`config.mk`:
```
export PLATFORM = sky130hd
export DESIGN_NAME = user_io_debounce_led_flat
export DESIGN_NICKNAME = d
export VERILOG_FILES = /design/src/rtl/user_io_debounce_led_if.sv /design/src/rtl/user_io_debounce_led.sv /design/src/flat_wrapper.sv
export SDC_FILE = /design/constraint.sdc
export NUM_CORES = 1
export LEC_CHECK = 0
export CORE_MARGIN = 4
export CORE_UTILIZATION = 56
export CTS_CLUSTER_SIZE = 28
export DETAILED_ROUTE_END_ITERATION = 10
export PLACE_DENSITY_LB_ADDON = 0.15
export SLEW_MARGIN = 20
export SYNTH_ARGS = -nofsm -noshare
export SYNTH_HDL_FRONTEND = slang
export SYNTH_SLANG_ARGS = --single-unit
```
`constraint.sdc`:
```
create_clock -name CLK_50M_FPGA -period 1.54 [get_ports CLK_50M_FPGA]
set_input_delay 0.308 -clock CLK_50M_FPGA [delete_from_list [all_inputs] [get_ports CLK_50M_FPGA]]
set_output_delay 0.308 -clock CLK_50M_FPGA [all_outputs]
set_load 0.1 [all_outputs]
```
`src/rtl/user_io_debounce_led_if.sv`:
```
// user_io_debounce_led_if: board-side pins and debounced user-logic signals of the user I/O controller
interface user_io_debounce_led_if #(
  parameter int NUM_CH = 4
);
  logic [NUM_CH-1:0] USER_DIPSW_FPGA;
  logic [NUM_CH-1:0] USER_PB_FPGA;
  logic [NUM_CH-1:0] USER_LED_FPGA;
  logic [NUM_CH-1:0] dipsw_db_o;
  logic [NUM_CH-1:0] pb_pulse_o;
  logic [2*NUM_CH-1:0] mode_o;
  modport master (
    output USER_DIPSW_FPGA, USER_PB_FPGA,
    input  USER_LED_FPGA, dipsw_db_o, pb_pulse_o, mode_o
  );
  modport slave (
    input  USER_DIPSW_FPGA, USER_PB_FPGA,
    output USER_LED_FPGA, dipsw_db_o, pb_pulse_o, mode_o
  );
endinterface

```
`src/rtl/user_io_debounce_led.sv`:
```
// user_io_debounce_led: debounces DIP switches and push-buttons and drives per-channel mode-controlled user LEDs
module user_io_debounce_led #(
  parameter int NUM_CH            = 4,
  parameter int DEBOUNCE_CYCLES   = 500000,
  parameter int BLINK_HALF_CYCLES = 12500000,
  parameter int PWM_W             = 4,
  parameter int PWM_DUTY          = 4,
  parameter bit LED_ACTIVE_LOW    = 1'b1
) (
  input logic                  CLK_50M_FPGA,
  input logic                  GLOBAL_RESETN,
  user_io_debounce_led_if.slave io
);
  localparam int N2 = 2 * NUM_CH;
  localparam int DW = $clog2(DEBOUNCE_CYCLES);
  localparam int BW = BLINK_HALF_CYCLES > 1 ? $clog2(BLINK_HALF_CYCLES) : 1;
  localparam logic [N2-1:0] RST_V = {{NUM_CH{1'b1}}, {NUM_CH{1'b0}}};
  typedef enum logic [1:0] {DIRECT = 2'b00, BLINK = 2'b01, PWM = 2'b10, OFF = 2'b11} mode_e;
  logic [N2-1:0] sync1_q, sync2_q, stb_q, stb_d, diff, last;
  logic [DW-1:0] cnt_q [N2];
  logic [DW-1:0] cnt_d [N2];
  logic [NUM_CH-1:0] pulse_q, pulse_d, led_q, led_d, db;
  mode_e mode_q [NUM_CH];
  mode_e mode_d [NUM_CH];
  logic [BW-1:0] blink_q, blink_d;
  logic phase_q, phase_d, blink_wrap;
  logic [PWM_W-1:0] pwm_q, pwm_d;
  logic pwm_on;
  assign db = stb_q[NUM_CH-1:0];
  assign diff = sync2_q ^ stb_q;
  assign blink_wrap = blink_q == BW'(BLINK_HALF_CYCLES - 1);
  assign pwm_on = {1'b0, pwm_q} < (PWM_W + 1)'(PWM_DUTY);
  always_comb begin
    for (int i = 0; i < N2; i++) begin
      last[i] = cnt_q[i] == DW'(DEBOUNCE_CYCLES - 1);
      stb_d[i] = diff[i] && last[i] ? sync2_q[i] : stb_q[i];
      cnt_d[i] = diff[i] && !last[i] ? cnt_q[i] + 1'b1 : '0;
    end
    pulse_d = stb_q[N2-1:NUM_CH] & ~stb_d[N2-1:NUM_CH];
    for (int i = 0; i < NUM_CH; i++) begin
      mode_d[i] = pulse_q[i] ? mode_e'(mode_q[i] + 2'd1) : mode_q[i];
      led_d[i] = mode_q[i] == DIRECT ? db[i] :
                 mode_q[i] == BLINK  ? db[i] & phase_q :
                 mode_q[i] == PWM    ? db[i] & pwm_on : 1'b0;
    end
    blink_d = blink_wrap ? '0 : blink_q + 1'b1;
    phase_d = phase_q ^ blink_wrap;
    pwm_d = pwm_q + 1'b1;
  end
  always_ff @(posedge CLK_50M_FPGA or negedge GLOBAL_RESETN) begin
    if (!GLOBAL_RESETN) begin
      sync1_q <= RST_V;
      sync2_q <= RST_V;
      stb_q <= RST_V;
      for (int i = 0; i < N2; i++) cnt_q[i] <= '0;
      for (int i = 0; i < NUM_CH; i++) mode_q[i] <= DIRECT;
      pulse_q <= '0;
      led_q <= '0;
      blink_q <= '0;
      phase_q <= 1'b0;
      pwm_q <= '0;
    end else begin
      sync1_q <= {io.USER_PB_FPGA, io.USER_DIPSW_FPGA};
      sync2_q <= sync1_q;
      stb_q <= stb_d;
      cnt_q <= cnt_d;
      mode_q <= mode_d;
      pulse_q <= pulse_d;
      led_q <= led_d;
      blink_q <= blink_d;
      phase_q <= phase_d;
      pwm_q <= pwm_d;
    end
  end
  assign io.dipsw_db_o = db;
  assign io.pb_pulse_o = pulse_q;
  assign io.USER_LED_FPGA = led_q ^ {NUM_CH{LED_ACTIVE_LOW}};
  for (genvar g = 0; g < NUM_CH; g++) begin : g_mode
    assign io.mode_o[2*g+:2] = mode_q[g];
  end
endmodule

```
`src/flat_wrapper.sv`:
```
// flat-port wrapper written by rule: the top's interface ports become plain ports
module user_io_debounce_led_flat 
#(
  parameter int NUM_CH            = 4,
  parameter int DEBOUNCE_CYCLES   = 500000,
  parameter int BLINK_HALF_CYCLES = 12500000,
  parameter int PWM_W             = 4,
  parameter int PWM_DUTY          = 4,
  parameter bit LED_ACTIVE_LOW    = 1'b1
)
  (CLK_50M_FPGA, GLOBAL_RESETN, io_USER_DIPSW_FPGA, io_USER_PB_FPGA, io_USER_LED_FPGA, io_dipsw_db_o, io_pb_pulse_o, io_mode_o);
  user_io_debounce_led_if #(.NUM_CH(NUM_CH)) io_i ();
  input logic CLK_50M_FPGA;
  input logic GLOBAL_RESETN;
  input wire logic [$bits(io_i.USER_DIPSW_FPGA)-1:0] io_USER_DIPSW_FPGA;
  input wire logic [$bits(io_i.USER_PB_FPGA)-1:0] io_USER_PB_FPGA;
  output wire logic [$bits(io_i.USER_LED_FPGA)-1:0] io_USER_LED_FPGA;
  output wire logic [$bits(io_i.dipsw_db_o)-1:0] io_dipsw_db_o;
  output wire logic [$bits(io_i.pb_pulse_o)-1:0] io_pb_pulse_o;
  output wire logic [$bits(io_i.mode_o)-1:0] io_mode_o;
  assign io_i.USER_DIPSW_FPGA = io_USER_DIPSW_FPGA;
  assign io_i.USER_PB_FPGA = io_USER_PB_FPGA;
  assign io_USER_LED_FPGA = io_i.USER_LED_FPGA;
  assign io_dipsw_db_o = io_i.dipsw_db_o;
  assign io_pb_pulse_o = io_i.pb_pulse_o;
  assign io_mode_o = io_i.mode_o;
  user_io_debounce_led #(.NUM_CH(NUM_CH), .DEBOUNCE_CYCLES(DEBOUNCE_CYCLES), .BLINK_HALF_CYCLES(BLINK_HALF_CYCLES), .PWM_W(PWM_W), .PWM_DUTY(PWM_DUTY), .LED_ACTIVE_LOW(LED_ACTIVE_LOW)) u_core (.CLK_50M_FPGA(CLK_50M_FPGA), .GLOBAL_RESETN(GLOBAL_RESETN), .io(io_i));
endmodule
```
## Word-level counts from Yosys, hierarchy flattened

Cells that the tools add are included.

- Muxes and demuxes: 25
- Equality and inequality tests: 17
- Shift-type cells: 0
- Divide/modulo/power cells: 0
- Reduce and logical (&&, ||, !) cells: 28
- Add/subtract/negate cells: 14
- Bitwise logic cells: 13
- Multiply operators: 0
- $lt $le $gt $ge: 1

Operators with widths:

| kind | number |
|---|---|
| $add 19x1->19 const B | 8 |
| $eq 19x19->1 const B | 8 |
| $mux 19 | 8 |
| $add 24x1->24 const B | 1 |
| $eq 24x24->1 const B | 1 |
| $mux 24 | 1 |
| $logic_and 1x1->1 | 16 |
| $mux 1 | 16 |
| $add 2x1->2 const B | 4 |
| $and 1x1->1 | 8 |
| $eq 2x1->1 const B | 4 |
| $eq 2x2->1 const B | 4 |
| $logic_not 1->1 | 8 |
| $logic_not 2->1 | 4 |
| $not 4->4 | 2 |
| $xor 8x8->8 | 1 |
| $add 4x1->4 const B | 1 |
| $and 4x4->4 | 1 |
| $lt 4x3->1 const B | 1 |
| $xor 1x1->1 | 1 |

- Memories: 0
- Latch bits: 0
- Bits of input ports: 10
- RAM bits: 0
- Word-level logic and storage cells: 122
- Bits in read-only memories: 0
- Output and inout port bits: 20
- Flip-flop bits (word level): 221

## Longest topological paths before layout

- Depth after elaboration: 5
- Gate-level depth with buffers: 8
- Gate-level depth less buffers: 6

## Worst setup path after synthesis

Ideal clock, no wire load.

- Kind: reg2reg
- Start: register u_core.mode_q, in the netlist u_core.io.mode_o[1]
- End: register u_core.led_q[0]
- Path slack: -230 ps
- Clock period less this slack: 1770 ps
- Path buffers: 0
- Setup time: 119 ps
- Data arrival time: 1650 ps
- Cell stages (with the launch flop): 6
- Data required time: 1421 ps
- Path through: dfrtp_1 -> inv_1 -> ha_1 -> a21oi_1 -> o21ai_0 -> and2_1

- Word-level cells in the longest chain between the ends: 4

RTL lines:

| what | RTL line | RTL |
|---|---|---|
| start, declared | user_io_debounce_led.sv:23 | `mode_e mode_q [NUM_CH];` |
| start signal, assigned | user_io_debounce_led.sv:67 | `mode_q <= mode_d;` |
| $eq 2x2->1 | user_io_debounce_led.sv:44 | `mode_q[i] == PWM ? db[i] & pwm_on : 1'b0;` |
| $mux 1 | user_io_debounce_led.sv:44 |  |
| $mux 1 | user_io_debounce_led.sv:43 | `mode_q[i] == BLINK ? db[i] & phase_q :` |
| $mux 1 * | user_io_debounce_led.sv:42 | `led_d[i] = mode_q[i] == DIRECT ? db[i] :` |
| net u_core.led_d[0] | user_io_debounce_led.sv:22 | `logic [NUM_CH-1:0] pulse_q, pulse_d, led_q, led_d, db;` |
| end signal, assigned | user_io_debounce_led.sv:69 | `led_q <= led_d;` |
| end, declared | user_io_debounce_led.sv:22 |  |

The timed path passes the listed nets; every way through them passes the cells marked *.
A chain may end at the register's enable or synchronous reset.

==> impl_metrics.toml <==
[cts]
clock_sinks = 221
clockRootBuffer = "clkbuf_16"
insertion_delay_ns = 0.51
clock_path_buffers = 3
clk_pin_slew_worst_paths_ns = 0.06
cts_tree = "done"
numCtsBuffers = 24
htreeDepth = 1

[route]
routed_wl_mm = 24.8
wl_per_cell_microns = 17.1
routed-wl-met2_mm = 12.9
wl_met1_mm = 10.5
drt-pass1-iter-count = 5
ant_nets = 0
post-route-drc-count = 0
top_layer = "met4"
vias_per_cell = 5.44
dr_wl_met3_microns = 823
drtIter0Drc = 304
vias = 7916

[flow_run]
drv_cap = 0

[pwr]
peakVddDrop_mv = 0.951
powerDensity_nw_per_um2 = 888
power_mw = 13.3
p_leak_nw = 6.36

[setup_path]
r2r-end = "u_core.cnt_q[108]"
cp_max_fo = 4
start_kind = "register"
crit_end = "u_core.cnt_q[108]"
cp_slowest_cell = "nor4_1"
cp_num_buf_inv = 1
crit_chain = "nand4_1 > buf_4 > nor4_1 > xnor2_1 > nor2_4"
ff2ff_path_depth = 5
max_stage_delay_ns = 0.55
arrival_ns = 2.26
critPathKind = "register to register"
regToRegSetupSlack_ns = -0.33
cp_top_family = "simple AND/OR/NAND/NOR gates"
critical_path_depth = 5
reg2reg_from = "u_core.cnt_q[101]"
end_kind = "register"
crit_start = "u_core.cnt_q[101]"
cp.required_ns = 1.93

[timing]
finalHoldViolCount = 0
post-route-period-util = 1.21
fin_worst_skew_ns = 0.00839
fmax_mhz = 536
tightestPinTransition_ns = 0.763
maxSlewViolCount = 0
setup_tns_ns = -11.29
setup_violations = 170
slew_headroom = 0.491
period_needed_ns = 1.87
setup_slack_ns = -0.327
rsz0062_at_grt = "yes"

[synth]
synth_warnings = 0
synth_simple_gate_area_frac = 0.239
synthCells = 974
synth_mux_area_frac = 0.0106
synthesis.area_sq_um = 10200
synth.avg_cell_area_sq_um = 10.4
synth_top_family_by_area = "simple AND/OR/NAND/NOR gates"
synth_compound_area_frac = 0.00640
yosysTopAreaCellShare = 0.514
synth.yosys.seq_area_share = 0.545
yosysUniqueCellTypes = 38
ys_ff_latch = 221
synthTopCellsByArea = "dfrtp_1 (51%), xor2_1 (10%), nor2_1 (7.5%)"
synthAdderAreaFrac = 0.0271
yosys.area_share.xor_xnor = 0.147
syn_nets = 1006
yosys.area.top_type = "dfrtp_1"

[global_routing]
grt_max_degree = 48
gr-total-overflow = 0
grt_pass1_vias = 7531
grt_antenna_before_repair = 0
track_usage = 0.208
grt_pass1_wl_mm = 35.5

[final_layout]
nNetsFinal = 1239
antennaDiodeCount = 0
fill_cells = 875
final_area_sq_um = 15000
areaGrowthSynthToFinish_pct = 47.4
layout-drive-gt1-share = 0.426

[outcome]
violations = "setup timing"
status = "finished, violations left"

[floorplan]
rows = 49
die_area_sq_um = 20400
core-area_sq_um = 17900
die_h_microns = 143
start_util = 0.568
die_x_microns = 143
io-pin-count = 30

[placement]
dpl_cell_area_sq_um = 12000
place_hpwl_mm = 12.7
place_congestion = 0.820
port_buffers = 29

[worst_hold_path]
hold_path.class = "input pin to register"
-- cell usage in the layout, fill, tap and decap left out, types with 27 or more instances in the layout --
| cell type | count |
|---|---|
| xor2_1 | 97 |
| nor2_4 | 81 |
| buf_12 | 29 |
| nor2_2 | 55 |
| nand2_1 | 70 |
| nand3_1 | 57 |
| buf_4 | 148 |
| inv_1 | 27 |
| clkbuf_16 | 35 |
| nor2_1 | 67 |
| dfrtp_1 | 195 |
| xnor2_1 | 50 |
| nand4_1 | 47 |
-- area by class of cell --
| class | instances | area, sq um | share of cell area |
|---|---|---|---|
| clock buffer | 31 | 678 | 0.0452 |
| timing repair buffer | 215 | 2250 | 0.150 |
| sequential | 221 | 5560 | 0.371 |
| inverter | 27 | 101 | 0.00676 |
| tap | 229 | 287 | 0.0191 |
| multi-input combinational | 718 | 5870 | 0.391 |
| clock inverter | 13 | 249 | 0.0166 |
-- worst reg2reg max path: stages (launching register included) --
cell and delay, ns:
dfrtp_1 0.41, nand4_1 0.25, buf_4 0.23, nor4_1 0.55
xnor2_1 0.25, nor2_4 0.06
-- kinds of logic (layout without fill, tap and decap cells) --
logic type | after synthesis | after routing
flops | 221 | 221
mux | 9 | 9
xor+xnor | 171 | 171
buf+inv | 44 | 286
fa+ha+maj | 22 | 22
compound gates | 13 | 13
simple gates | 494 | 503
-- where the power goes --
| group | internal [mW] | switching [mW] | total (mW) | leakage (nW) |
|---|---|---|---|---|
| Clock | 4.28 | 2.35 | 6.64 | 0.448 |
| Sequential | 5.89 | 0.0642 | 5.95 | 2.97 |
| Combinational | 0.316 | 0.406 | 0.722 | 2.95 |
-- Yosys cell counts --
cell type / instances
nand3b_1: 1
and3_1: 25
nor3_2: 5
nor4_4: 2
nand2b_1: 4
buf_4: 12
nor2b_1: 3
a21oi_1: 4
inv_1: 27
mux2i_1: 1
mux2_2: 6
nand4b_1: 5
nor4b_2: 2
and4_1: 7
xor2_1: 120
dfstp_2: 12
nand4_1: 47
nor3b_1: 4
nor2_1: 203
mux2_4: 2
nor4_1: 13
nor3_1: 15
nand3_1: 65
and4b_1: 1
or2_1: 1
xnor2_1: 51
buf_6: 3
nand2_2: 1
or3_4: 3
nand2_1: 76
nand2_4: 2
nor4b_1: 2
buf_2: 1
buf_12: 1
dfrtp_1: 209
ha_1: 22
and2_1: 7
o21ai_0: 9
-- metrics by stage --
| stage | hold slack [ns] | cells | util | setup WS, ns |
|---|---|---|---|---|
| final | 0.200 | 1454 | 0.838 | -0.327 |
| after global routing | 0.189 | 1454 | 0.838 | -0.439 |
| after CTS | 0.187 | 1418 | 0.747 | -0.0842 |
| after detailed placement | 0.251 | 1356 | 0.670 | -0.169 |
| after global placement | 0.252 | 1356 | 0.670 | -0.0926 |
| after floorplan | 0.0124 | 974 | - | -0.0352 |
-- timing repair --
item | 4_1_cts | 5_1_grt
pin swaps | 39 | 142
hold buffers | 1 | 0
gates resized for setup | 56 | 281
endpoints found under the setup margin | 175 | 184
buffers inserted | 13 | 17
gates cloned | 4 | 20
hold endpoints to repair | 38 | 0
-- worst min path at each step --
stage | startpoint | endpoint | slack [ns] | cells after the start
after CTS | io_USER_PB_FPGA[1] | u_core.sync1_q[5] | 0.19 | 1
after detailed placement | GLOBAL_RESETN | u_core.cnt_q[116] | 0.25 | 1
after global routing | io_USER_PB_FPGA[3] | u_core.sync1_q[7] | 0.19 | 1
final | io_USER_PB_FPGA[1] | u_core.sync1_q[5] | 0.20 | 1
after floorplan | GLOBAL_RESETN | u_core.blink_q[0] | 0.01 | 0
after global placement | GLOBAL_RESETN | u_core.led_q[0] | 0.25 | 1
-- per-layer routing --
| metal | global-route usage | up-vias |
|---|---|---|
| li1 | - | 3739 |
| met1 | 0.282 | 3947 |
| met2 | 0.356 | 176 |
| met3 | 0.0335 | 54 |
| met4 | 0.0495 | 0 |
| met5 | 0 | - |
-- sequential cells by signal, summed over array words and instances, names as in the netlist --
register,flops
u_core.sync2_q,8
u_core.stb_q,8
u_core.led_q,4
u_core.io.mode_o,8
u_core.pwm_q,4
u_core.io.pb_pulse_o,4
u_core.blink_q,24
u_core.phase_q,1
u_core.cnt_q,152
u_core.sync1_q,8
Power figures use the tool's default switching activity.
